==> src/rtl/rlbp_rx_pkg.sv <==
// Shared definitions for the rLBP serial result receiver.
// Register offsets, STATUS/CTRL bit positions and the receive FSM states.
package rlbp_rx_pkg;

  typedef enum logic {
    ST_IDLE = 1'b0,
    ST_RECV = 1'b1
  } rx_state_e;

  localparam logic [3:0] REG_DATA   = 4'h0;
  localparam logic [3:0] REG_STATUS = 4'h4;
  localparam logic [3:0] REG_CTRL   = 4'h8;
  localparam logic [3:0] REG_FRAMES = 4'hC;

  localparam int ST_EMPTY = 8;
  localparam int ST_FULL  = 9;
  localparam int ST_OVF   = 16;
  localparam int ST_FERR  = 17;
  localparam int ST_BUSY  = 18;

  localparam int CTRL_EN     = 0;
  localparam int CTRL_IRQ_EN = 1;

endpackage

==> src/rtl/rlbp_rx_fifo.sv <==
// Synchronous word FIFO: pop data is the head word combinationally, level updates one cycle after push/pop.
// A push while full is only accepted when a pop happens in the same cycle; otherwise the word is ignored.
module rlbp_rx_fifo #(
  parameter int WIDTH = 32,
  parameter int DEPTH = 8
) (
  input  logic                       clk,
  input  logic                       rst,
  input  logic                       push,
  input  logic [WIDTH-1:0]           push_dat,
  input  logic                       pop,
  output logic [WIDTH-1:0]           pop_dat,
  output logic [$clog2(DEPTH):0]     level,
  output logic                       empty,
  output logic                       full
);
  localparam int AW = $clog2(DEPTH);
  localparam logic [AW:0] FULL_CNT = (AW+1)'(DEPTH);

  logic [WIDTH-1:0] mem_q [DEPTH];
  logic [WIDTH-1:0] mem_d [DEPTH];
  logic [AW-1:0]    wr_ptr_q, wr_ptr_d, rd_ptr_q, rd_ptr_d;
  logic [AW:0]      cnt_q, cnt_d;
  logic             do_push, do_pop;

  assign empty   = (cnt_q == '0);
  assign full    = (cnt_q == FULL_CNT);
  assign level   = cnt_q;
  assign pop_dat = mem_q[rd_ptr_q];
  assign do_pop  = pop & ~empty;
  assign do_push = push & (~full | do_pop);

  always_comb begin
    mem_d    = mem_q;
    wr_ptr_d = wr_ptr_q;
    rd_ptr_d = rd_ptr_q;
    cnt_d    = cnt_q;
    if (do_push) begin
      mem_d[wr_ptr_q] = push_dat;
      wr_ptr_d        = wr_ptr_q + AW'(1);
    end
    if (do_pop) begin
      rd_ptr_d = rd_ptr_q + AW'(1);
    end
    case ({do_push, do_pop})
      2'b10:   cnt_d = cnt_q + (AW+1)'(1);
      2'b01:   cnt_d = cnt_q - (AW+1)'(1);
      default: cnt_d = cnt_q;
    endcase
  end

  always_ff @(posedge clk) begin
    if (rst) begin
      for (int i = 0; i < DEPTH; i++) begin
        mem_q[i] <= '0;
      end
      wr_ptr_q <= '0;
      rd_ptr_q <= '0;
      cnt_q    <= '0;
    end else begin
      mem_q    <= mem_d;
      wr_ptr_q <= wr_ptr_d;
      rd_ptr_q <= rd_ptr_d;
      cnt_q    <= cnt_d;
    end
  end

endmodule

==> src/rtl/rlbp_stream_rx.sv <==
// Deserializes rLBP sequencer frames (MSB-first, 32-bit words) into a FIFO drained over Wishbone.
// Bit reaches the shift register 3 cycles after a bit_clk rise; FIFO overflow drops the word and sets ovf.
module rlbp_stream_rx
  import rlbp_rx_pkg::*;
#(
  parameter logic [31:0] BASE_ADDR  = 32'h3000_0100,
  parameter int          FRAME_BITS = 96,
  parameter int          FIFO_DEPTH = 8
) (
  input  logic        wb_clk_i,
  input  logic        wb_rst_i,
  input  logic        wbs_cyc_i,
  input  logic        wbs_stb_i,
  input  logic        wbs_we_i,
  input  logic [31:0] wbs_adr_i,
  input  logic [31:0] wbs_dat_i,
  output logic        wbs_ack_o,
  output logic [31:0] wbs_dat_o,
  input  logic        bit_clk_i,
  input  logic        start_i,
  input  logic        data_i,
  input  logic        done_i,
  output logic        irq_o
);
  localparam int CW = $clog2(FRAME_BITS + 1);
  localparam int LW = $clog2(FIFO_DEPTH) + 1;
  localparam logic [CW-1:0] FRAME_CNT = CW'(FRAME_BITS);

  logic [3:0]    meta_q, meta_d, sync_q, sync_d;
  logic          bclk_prev_q, bclk_prev_d;
  rx_state_e     state_q, state_d;
  logic [31:0]   shift_q, shift_d;
  logic [CW-1:0] cnt_q, cnt_d;
  logic          push_q, push_d;
  logic          ack_q, ack_d;
  logic [1:0]    ctrl_q, ctrl_d;
  logic          ovf_q, ovf_d, ferr_q, ferr_d;
  logic [15:0]   frames_q, frames_d;

  logic          s_start, s_data, s_done, bit_evt;
  logic          addr_sel, rd_acc, wr_acc, wr_ctrl, wr_status, en_now;
  logic          fifo_pop, fifo_empty, fifo_full, ovf_set, ferr_set, frame_inc;
  logic [31:0]   fifo_dat, status, rd_dat;
  logic [LW-1:0] fifo_level;
  logic [3:0]    off;
  logic          unused_dat;

  assign unused_dat = ^wbs_dat_i;

  // Synchronizer order: {bit_clk, start, data, done}.
  assign s_start = sync_q[2];
  assign s_data  = sync_q[1];
  assign s_done  = sync_q[0];
  assign bit_evt = sync_q[3] & ~bclk_prev_q;

  assign off       = wbs_adr_i[3:0];
  assign addr_sel  = (wbs_adr_i[31:4] == BASE_ADDR[31:4]);
  assign rd_acc    = ack_q & ~wbs_we_i;
  assign wr_acc    = ack_q & wbs_we_i;
  assign wr_ctrl   = wr_acc & (off == REG_CTRL);
  assign wr_status = wr_acc & (off == REG_STATUS);
  assign fifo_pop  = rd_acc & (off == REG_DATA);
  assign en_now    = wr_ctrl ? wbs_dat_i[CTRL_EN] : ctrl_q[CTRL_EN];
  assign ovf_set   = push_q & fifo_full & ~fifo_pop;

  assign wbs_ack_o = ack_q;
  assign wbs_dat_o = rd_acc ? rd_dat : 32'd0;
  assign irq_o     = ctrl_q[CTRL_IRQ_EN] & (~fifo_empty | ovf_q | ferr_q);

  rlbp_rx_fifo #(.WIDTH(32), .DEPTH(FIFO_DEPTH)) u_fifo (
    .clk      (wb_clk_i),
    .rst      (wb_rst_i),
    .push     (push_q),
    .push_dat (shift_q),
    .pop      (fifo_pop),
    .pop_dat  (fifo_dat),
    .level    (fifo_level),
    .empty    (fifo_empty),
    .full     (fifo_full)
  );

  always_comb begin
    meta_d      = {bit_clk_i, start_i, data_i, done_i};
    sync_d      = meta_q;
    bclk_prev_d = sync_q[3];
    state_d     = state_q;
    shift_d     = shift_q;
    cnt_d       = cnt_q;
    push_d      = 1'b0;
    ferr_set    = 1'b0;
    frame_inc   = 1'b0;
    if (bit_evt) begin
      case (state_q)
        ST_IDLE: begin
          if (en_now && s_start) begin
            shift_d = {31'd0, s_data};
            cnt_d   = CW'(1);
            state_d = ST_RECV;
          end
        end
        ST_RECV: begin
          if (s_start) begin
            ferr_set = 1'b1;
            shift_d  = {31'd0, s_data};
            cnt_d    = CW'(1);
          end else begin
            shift_d = {shift_q[30:0], s_data};
            cnt_d   = cnt_q + CW'(1);
            push_d  = (cnt_d[4:0] == 5'd0);
            if (s_done) begin
              if (cnt_d == FRAME_CNT) frame_inc = 1'b1;
              else                    ferr_set  = 1'b1;
              state_d = ST_IDLE;
            end else if (cnt_d == FRAME_CNT) begin
              ferr_set = 1'b1;
              state_d  = ST_IDLE;
            end
          end
        end
        default: state_d = ST_IDLE;
      endcase
    end
    // Disabling abandons the frame in progress; its partial word never reaches the FIFO.
    if (!en_now) state_d = ST_IDLE;
  end

  always_comb begin
    ack_d  = wbs_cyc_i & wbs_stb_i & ~ack_q & addr_sel;
    ctrl_d = wr_ctrl ? wbs_dat_i[1:0] : ctrl_q;
    ovf_d  = ovf_q;
    ferr_d = ferr_q;
    if (wr_status && wbs_dat_i[ST_OVF])  ovf_d  = 1'b0;
    if (wr_status && wbs_dat_i[ST_FERR]) ferr_d = 1'b0;
    if (ovf_set)  ovf_d  = 1'b1;
    if (ferr_set) ferr_d = 1'b1;
    frames_d = frames_q + {15'd0, frame_inc};
  end

  always_comb begin
    status           = 32'd0;
    status[3:0]      = 4'(fifo_level);
    status[ST_EMPTY] = fifo_empty;
    status[ST_FULL]  = fifo_full;
    status[ST_OVF]   = ovf_q;
    status[ST_FERR]  = ferr_q;
    status[ST_BUSY]  = (state_q == ST_RECV);
    case (off)
      REG_DATA:   rd_dat = fifo_empty ? 32'd0 : fifo_dat;
      REG_STATUS: rd_dat = status;
      REG_CTRL:   rd_dat = {30'd0, ctrl_q};
      REG_FRAMES: rd_dat = {16'd0, frames_q};
      default:    rd_dat = 32'd0;
    endcase
  end

  always_ff @(posedge wb_clk_i) begin
    if (wb_rst_i) begin
      meta_q      <= '0;
      sync_q      <= '0;
      bclk_prev_q <= 1'b0;
      state_q     <= ST_IDLE;
      shift_q     <= '0;
      cnt_q       <= '0;
      push_q      <= 1'b0;
      ack_q       <= 1'b0;
      ctrl_q      <= '0;
      ovf_q       <= 1'b0;
      ferr_q      <= 1'b0;
      frames_q    <= '0;
    end else begin
      meta_q      <= meta_d;
      sync_q      <= sync_d;
      bclk_prev_q <= bclk_prev_d;
      state_q     <= state_d;
      shift_q     <= shift_d;
      cnt_q       <= cnt_d;
      push_q      <= push_d;
      ack_q       <= ack_d;
      ctrl_q      <= ctrl_d;
      ovf_q       <= ovf_d;
      ferr_q      <= ferr_d;
      frames_q    <= frames_d;
    end
  end

endmodule

==> config.mk <==
export PLATFORM = sky130hd
export DESIGN_NAME = rlbp_stream_rx
export DESIGN_NICKNAME = d
export VERILOG_FILES = /design/src/rtl/rlbp_rx_pkg.sv /design/src/rtl/rlbp_rx_fifo.sv /design/src/rtl/rlbp_stream_rx.sv
export SDC_FILE = /design/constraint.sdc
export NUM_CORES = 1
export LEC_CHECK = 0
export ABC_AREA = 1
export CAP_MARGIN = 20
export CORE_ASPECT_RATIO = 0.9
export CORE_MARGIN = 2
export CORE_UTILIZATION = 45
export DETAILED_ROUTE_END_ITERATION = 8
export GPL_TIMING_DRIVEN = 0
export HOLD_SLACK_MARGIN = 0.06
export PLACE_DENSITY = 0.69
export SYNTH_ARGS = -nofsm -noshare
export SYNTH_HDL_FRONTEND = slang
export SYNTH_HIERARCHICAL = 1
export SYNTH_SLANG_ARGS = --single-unit
==> constraint.sdc <==
create_clock -name wb_clk_i -period 3.3 [get_ports wb_clk_i]
set_input_delay 0.99 -clock wb_clk_i [delete_from_list [all_inputs] [get_ports wb_clk_i]]
set_output_delay 0.99 -clock wb_clk_i [all_outputs]
set_load 0.02 [all_outputs]
## Yosys cells after proc, flatten, opt, wreduce, memory -nomap -nowiden

Index checks and enable logic that the tools add are counted.

| storage, ports and cells | value |
|---|---|
| output and inout port bits | 34 |
| latch bits | 0 |
| bits in read-only memories | 0 |
| bits in writable memories | 0 |
| logic and storage cells | 117 |
| register bits | 337 |
| memories | 0 |
| input port bits | 73 |

| cells by class | value |
|---|---|
| bitwise gates (word level) | 28 |
| reduce and logical (&&, ||, !) cells | 13 |
| muxes and demuxes | 35 |
| shifts and indexed selects | 0 |
| add/sub/neg operators | 6 |
| divide/modulo/power cells | 0 |
| equality and inequality tests | 9 |
| magnitude comparators | 3 |
| multipliers | 0 |

Operators with widths:

| kind | count |
|---|---|
| $bwmux 256 | 1 |
| $mux 32 | 7 |
| $pmux 32 s4 | 1 |
| $bmux 32 s3 | 1 |
| $demux 32 s3 | 1 |
| $pmux 32 s2 | 1 |
| $eq 28x26->1 const B | 1 |
| $mux 1 | 18 |
| $add 16x1->16 | 1 |
| $and 1x1->1 | 14 |
| $mux 7 | 2 |
| $pmux 7 s2 | 1 |
| $eq 4x4->1 const B | 3 |
| $not 1->1 | 9 |
| $ge 4x4->1 const B | 2 |
| $logic_not 4->1 | 2 |
| $not 3->4 | 2 |
| $pmux 4 s2 | 1 |
| $add 7x1->7 const B | 1 |
| $eq 7x7->1 const B | 1 |
| $add 3x1->3 const B | 2 |
| $reduce_bool 2->1 | 3 |
| $logic_not 5->1 | 1 |
| $add 4x1->4 const B | 1 |
| 12 further kinds | 17 |

## Depth between registers and ports, before layout

| logic depth | value |
|---|---|
| word-level depth | 8 |
| gate-level depth with buffers | 19 |
| gate-level depth less buffers | 19 |

## Cells and area by module

The synthesis kept the hierarchy.

Modules (own cells, without submodules):

| module | seq. area each (um2) | area an instance (um2) | times used | cells each |
|---|---|---|---|---|
| rlbp_rx_fifo | 5325.1 | 13479.2 | 1 | 2146 |
| rlbp_stream_rx | 1421.4 | 3673.5 | 1 | 510 |

## Worst setup path after synthesis

No wires, ideal clock.

| path | value |
|---|---|
| kind | input port to flip-flop |
| start | input wbs_adr_i[1] |
| end | register u_fifo.cnt_q[3], in the netlist u_fifo/level[3] |
| setup time | 70 ps |
| stages on the path | 16 |
| setup slack | 216 ps |
| buffers on the path | 2 |
| required time | 3230 ps |
| arrival time | 3014 ps |
| path through | nor2_2 buf_6 nand3_4 nor2_1 inv_1 nand4_2 buf_12 nand2_1 ha_1 ha_1 or2_2 nand2_1 nand2_1 nand2_1 nand2_1 a21oi_1 |

| between the ends | value |
|---|---|
| cells in the longest elaborated chain, start to end | 7 |
| elaborated cells on any way between the ends | 9 |
| classes of those cells | 2 x eq/ne; 1 x mux; 4 x bitwise; 2 x reduce/logical |

Ends and longest elaborated chain:

| item | line | text |
|---|---|---|
| from (decl) | rlbp_stream_rx.sv:15 | `input logic [31:0] wbs_adr_i,` |
| $logic_not 4->1 * | rlbp_stream_rx.sv:62 | `assign fifo_pop = rd_acc & (off == REG_DATA);` |
| $and 1x1->1 * | rlbp_stream_rx.sv:62 |  |
| via fifo_pop | rlbp_stream_rx.sv:42 | `logic fifo_pop, fifo_empty, fifo_full, ovf_set, ferr_set, frame_inc;` |
| $and 1x1->1 * | rlbp_rx_fifo.sv:30 | `assign do_pop = pop & ~empty;` |
| $or 1x1->1 | rlbp_rx_fifo.sv:31 | `assign do_push = push & (~full \| do_pop);` |
| $and 1x1->1 | rlbp_rx_fifo.sv:31 |  |
| $eq 2x1->1 or $eq 2x2->1 (tied branches) | rlbp_rx_fifo.sv:45 | `case ({do_push, do_pop})` |
| $pmux 4 s2 or $reduce_bool 2->1 (tied branches) | n/a |  |
| to (signal assigned) | rlbp_rx_fifo.sv:64 | `cnt_q <= cnt_d;` |
| to (decl) | rlbp_rx_fifo.sv:23 | `logic [AW:0] cnt_q, cnt_d;` |

The timed path passes the listed nets; every way through them passes the cells marked *.
A chain may end at the register's enable or synchronous reset.

## Final worst setup path

| path | value |
|---|---|
| start | register u_fifo.rd_ptr_q[0] |
| end | output wbs_dat_o[15] |

| between the ends | value |
|---|---|
| cells in the longest elaborated chain, start to end | 7 |

Ends and longest elaborated chain:

| item | line | text |
|---|---|---|
| from (decl) | rlbp_rx_fifo.sv:22 | `logic [AW-1:0] wr_ptr_q, wr_ptr_d, rd_ptr_q, rd_ptr_d;` |
| from (signal assigned) | rlbp_rx_fifo.sv:63 | `rd_ptr_q <= rd_ptr_d;` |
| $not 3->4 (not written as such) | rlbp_rx_fifo.sv:29 | `assign pop_dat = mem_q[rd_ptr_q];` |
| $bmux 32 s3 | rlbp_rx_fifo.sv:29 |  |
| $mux 32 (not written as such) (2 in series) | rlbp_rx_fifo.sv:29 |  |
| via fifo_dat[15] | rlbp_stream_rx.sv:43 | `logic [31:0] fifo_dat, status, rd_dat;` |
| $mux 32 | rlbp_stream_rx.sv:148 | `REG_DATA: rd_dat = fifo_empty ? 32'd0 : fifo_dat;` |
| $pmux 32 s4 | rlbp_stream_rx.sv:147 | `case (off)` |
| $mux 32 | rlbp_stream_rx.sv:67 | `assign wbs_dat_o = rd_acc ? rd_dat : 32'd0;` |
| to (decl) | rlbp_stream_rx.sv:18 | `output logic [31:0] wbs_dat_o,` |

The timed path passes the listed nets, and every way through them passes these cells. The select of a mux whose other input is x is not followed.

==> flow_summary_export.csv <==
group,metric,value,unit
status,outcome,"finished, final reports clean",
logic_synthesis,post-synth-top-area-cell,"dfxtp_1",
clock_network,cts_max_path_buffers,3,
timing,maxSlewViolCount,0,
timing,worst_pin_slew,0.826,ns
pwr,netSwitchingFraction,21.3,%
detailed_routing,drtIter0Drc,1603,
logic_synthesis,ys_seq_area_share,39.3,%
worst_setup_path,worst-path-max-fanout,10,
worst_setup_path,cp.buffers_inverters,3,
floorplanning,rows,67,
hold_path,hold_depth,2,
worst_setup_path,required,2.31,ns
pwr,p_comb_share,2.3,%
layout,area_growth,17.9,%
pwr,internal-power,0.00671,W
logic_synthesis,synth_top_area_share,39.3,%
hold_path,min-delay-start,"meta_q[3]",
layout,drive_above_1_share,12.0,%
floorplanning,num_io_pins,107,
layout,regArea,0.00676,mm²
detailed_routing,antenna_left,0,
floorplanning,core_area,0.0374,mm²
timing,period_share,99.7,%
clock_network,cts_made_buffers,39,
logic_synthesis,syn_avg_cell_area,6.46,µm²
worst_setup_path,crit_chain,"buf_12 > clkbuf_2 > o21ai_0 > nand2_1 > o21a_2 > nand2_2 > a21oi_2 > buf_4",
timing,rsz0062_at_grt,"true",
timing,setup_slack,0.00868,ns
timing,setup_violations,0,
worst_setup_path,crit_family,"compound AO/OA/AOI/OAI gates",
place,dp_slack,-0.886,ns
detailed_routing,route.detailed.drc,0,
detailed_routing,postRouteWirelength,51.4,mm
layout,diodes,0,
worst_setup_path,rr_startpoint,"cnt_q[0]",
detailed_routing,via_count,16600,
layout,nFillCells,3583,
global_route,grt_overflow,0,
detailed_routing,drt-vias-per-instance,5.05,
floorplanning,die_y,189,µm
layout,nets,2869,
clock_network,cts.sinks,337,
worst_setup_path,arrival,2.30,ns
global_route,grt_pass1_wl,80.7,mm
place,gp_congestion,0.887,
floorplanning,die_x,210,µm
worst_setup_path,worstRegToRegCells,19,
pwr,ir_drop,369,µV
logic_synthesis,synth_cells,2656,
timing,max_slew_margin,45.0,%
detailed_routing,wl_per_cell,15.6,µm
global_route,grt_pass1_vias,15500,
logic_synthesis,synth_edf_count,0,
clock_network,path_clk_slew,0.06,ns
layout,multiInputGateArea,0.00815,mm²
floorplanning,initial_core_util,45.9,%
global_route,grt_usage,25.5,%
timing,fin_setup_tns,0,ns
worst_setup_path,critPathSlowestCell,"dfxtp_4",
clock_network,clk_latency,0.53,ns
global_route,antenna_found_initial,0,
pwr,pwr-share-seq,47.8,%
logic_synthesis,async_flop_share,0,%
hold_path,hold_path.class,"flop to flop",
pwr,powerDensity,422,mW/mm²
worst_setup_path,cp-start-kind,"flop",
logic_synthesis,synth_ff_type,"dfxtp_1",
timing,finalHoldViolCount,0,
hold_path,hold-path-endpoint,"sync_q[3]",
logic_synthesis,ys_ff_latch,337,
place,io_buffers,78,
clock_network,cts_tree,"built",
pwr,p_sw,0.00182,W
global_route,grt_max_degree,13,
place,hpwl,37.6,mm
floorplanning,die_area,0.0397,mm²
logic_synthesis,synth_cell_types,39,
clock_network,cts_max_level,2,
job,cap_violations,0,
logic_synthesis,synth_area,0.0172,mm²
worst_setup_path,r2r_slack,0.32,ns
worst_setup_path,slowest_delay,0.39,ns
clock_network,cts_hold_buf,0,
pwr,p_clk_share,50.0,%
pwr,leakage,10.6,nW
timing,fin_skew,0.0136,ns
worst_setup_path,reg2reg_to,"frames_q[14]",
timing,period_minus_slack,3.29,ns
worst_setup_path,endpoint_kind,"primary output",
clock_network,cts-root-buf,"clkbuf_16",
worst_setup_path,critPathKind,"flop to primary output",
logic_synthesis,synth_area_leaders,"dfxtp_1 (39%), nand2_1 (15%), nor2_1 (12%), inv_1 (7.4%), a21oi_1 (5.0%)",
detailed_routing,dr.pass1.iters,6,
logic_synthesis,syn-num-nets,2740,
logic_synthesis,synth_warnings,6,
timing,clock.fmax,304,MHz
worst_setup_path,cp_num_cells,8,
power groups by stage:
stage | clock [W] | sequential [W] | combinational, W
6_report | 0.00426 | 0.00407 | 0.000192
5_1_grt | 0.00448 | 0.00407 | 0.000207
4_1_cts | 0.00432 | 0.00407 | 0.000192
3_5_place_dp | 0 | 0.00417 | 0.000187
3_3_place_gp | 0 | 0.00417 | 0.000183
2_1_floorplan | 0 | 0.00416 | 0.0000847
repair_timing:
| action | CTS | global route |
|---|---|---|
| buffers inserted | 6 | 0 |
| setup endpoints to repair | 34 | 36 |
| gates cloned | 2 | 2 |
| pin swaps | 8 | 10 |
| gates resized for setup | 238 | 86 |
kinds of logic after synthesis:
kind of cell / share of synthesized area [%]
and+or+nand+nor: 32.8
DFF: 39.3
xor gates and xnor gates: 0.409
buffers and inverters: 14.2
adders and majority gates: 0.846
AOI/OAI and AO/OA: 12.5
synth_stat cells (2+ instances only):
| cell | number |
|---|---|
| xor2_1 | 6 |
| nor3_1 | 8 |
| nor2_4 | 4 |
| o21ai_2 | 29 |
| nor4_1 | 7 |
| nand2_1 | 665 |
| nand4_1 | 9 |
| dfxtp_1 | 337 |
| or2_2 | 3 |
| o211ai_1 | 3 |
| buf_8 | 3 |
| buf_1 | 26 |
| buf_4 | 17 |
| inv_2 | 6 |
| nor2_1 | 570 |
| inv_1 | 337 |
| nand3_1 | 97 |
| buf_6 | 37 |
| o21a_1 | 32 |
| xnor2_1 | 2 |
| buf_2 | 49 |
| nor2_2 | 8 |
| ha_1 | 10 |
| o21ai_0 | 149 |
| clkbuf_1 | 49 |
| a21oi_1 | 171 |
| nand3_4 | 10 |
area by class of cell:
cell class,instances,area share [%]
Tap cell,483,2.99
Inverter,343,6.41
Timing Repair Buffer,88,3.99
Sequential cell,337,33.4
Clock inverter,6,0.161
Buffer,183,6.60
Multi-Input combinational cell,1793,40.3
Clock buffer,61,6.14
cells in the final DEF, fill, tap and decap left out, types with 40 or more instances in the layout:
cell type / n
a21oi_1: 153
clkbuf_16: 43
nand3_1: 97
inv_1: 334
nor2_1: 568
clkdlybuf4s50_1: 40
dfxtp_1: 334
buf_4: 41
nand2_1: 659
buf_6: 51
buf_2: 48
o21ai_0: 128
worst min-delay path: stages (launching register included):
cell,delay (ns)
dfxtp_1,0.29
inv_1,0.04
nor2_1,0.03
state kept, by name, summed over array words and instances (netlist names), 3 cells and up:
signal           flops
sync_q               4
u_fifo/rd_ptr_q      3
u_fifo/level         4
cnt_q                7
frames_q            16
u_fifo/wr_ptr_q      3
meta_q               4
shift_q             32
u_fifo/mem_q       256
routing by layer:
layer | global-route usage, % | share of wire, % | up-vias
li1 | - | - | 8333
met1 | 33.5 | 43 | 7612
met2 | 43.4 | 47 | 591
met3 | 3.55 | 7.6 | 89
met4 | 7.88 | 2.5 | 0
met5 | 0 | 0 | -
how the worst max path moves through the flow:
stage / startpoint / end / slack, ns
5_1_grt: u_fifo/rd_ptr_q[0] / wbs_dat_o[9] / -0.08
3_3_place_gp: wbs_adr_i[1] / wbs_dat_o[21] / -0.83
4_1_cts: u_fifo/rd_ptr_q[1] / wbs_dat_o[15] / -0.02
2_1_floorplan: wbs_adr_i[1] / u_fifo/level[3] / 0.22
3_5_place_dp: wbs_adr_i[1] / wbs_dat_o[30] / -0.89
6_report: u_fifo/rd_ptr_q[0] / wbs_dat_o[15] / 0.009
per-stage QoR:
step                hold slack (ns)  cell area, µm²  util (%)  instances  power, W
floorplan                     0.388           17200         -       2656   0.00425
global placement              0.390           18500      49.6       3217   0.00435
detailed placement            0.399           18500      49.6       3217   0.00435
CTS                           0.406           20000      53.5       3292   0.00859
global route                  0.426           20200      54.1       3294   0.00876
finish                        0.405           20200      54.1       3294   0.00853
Note: power is estimated with default switching activity, not from simulation.
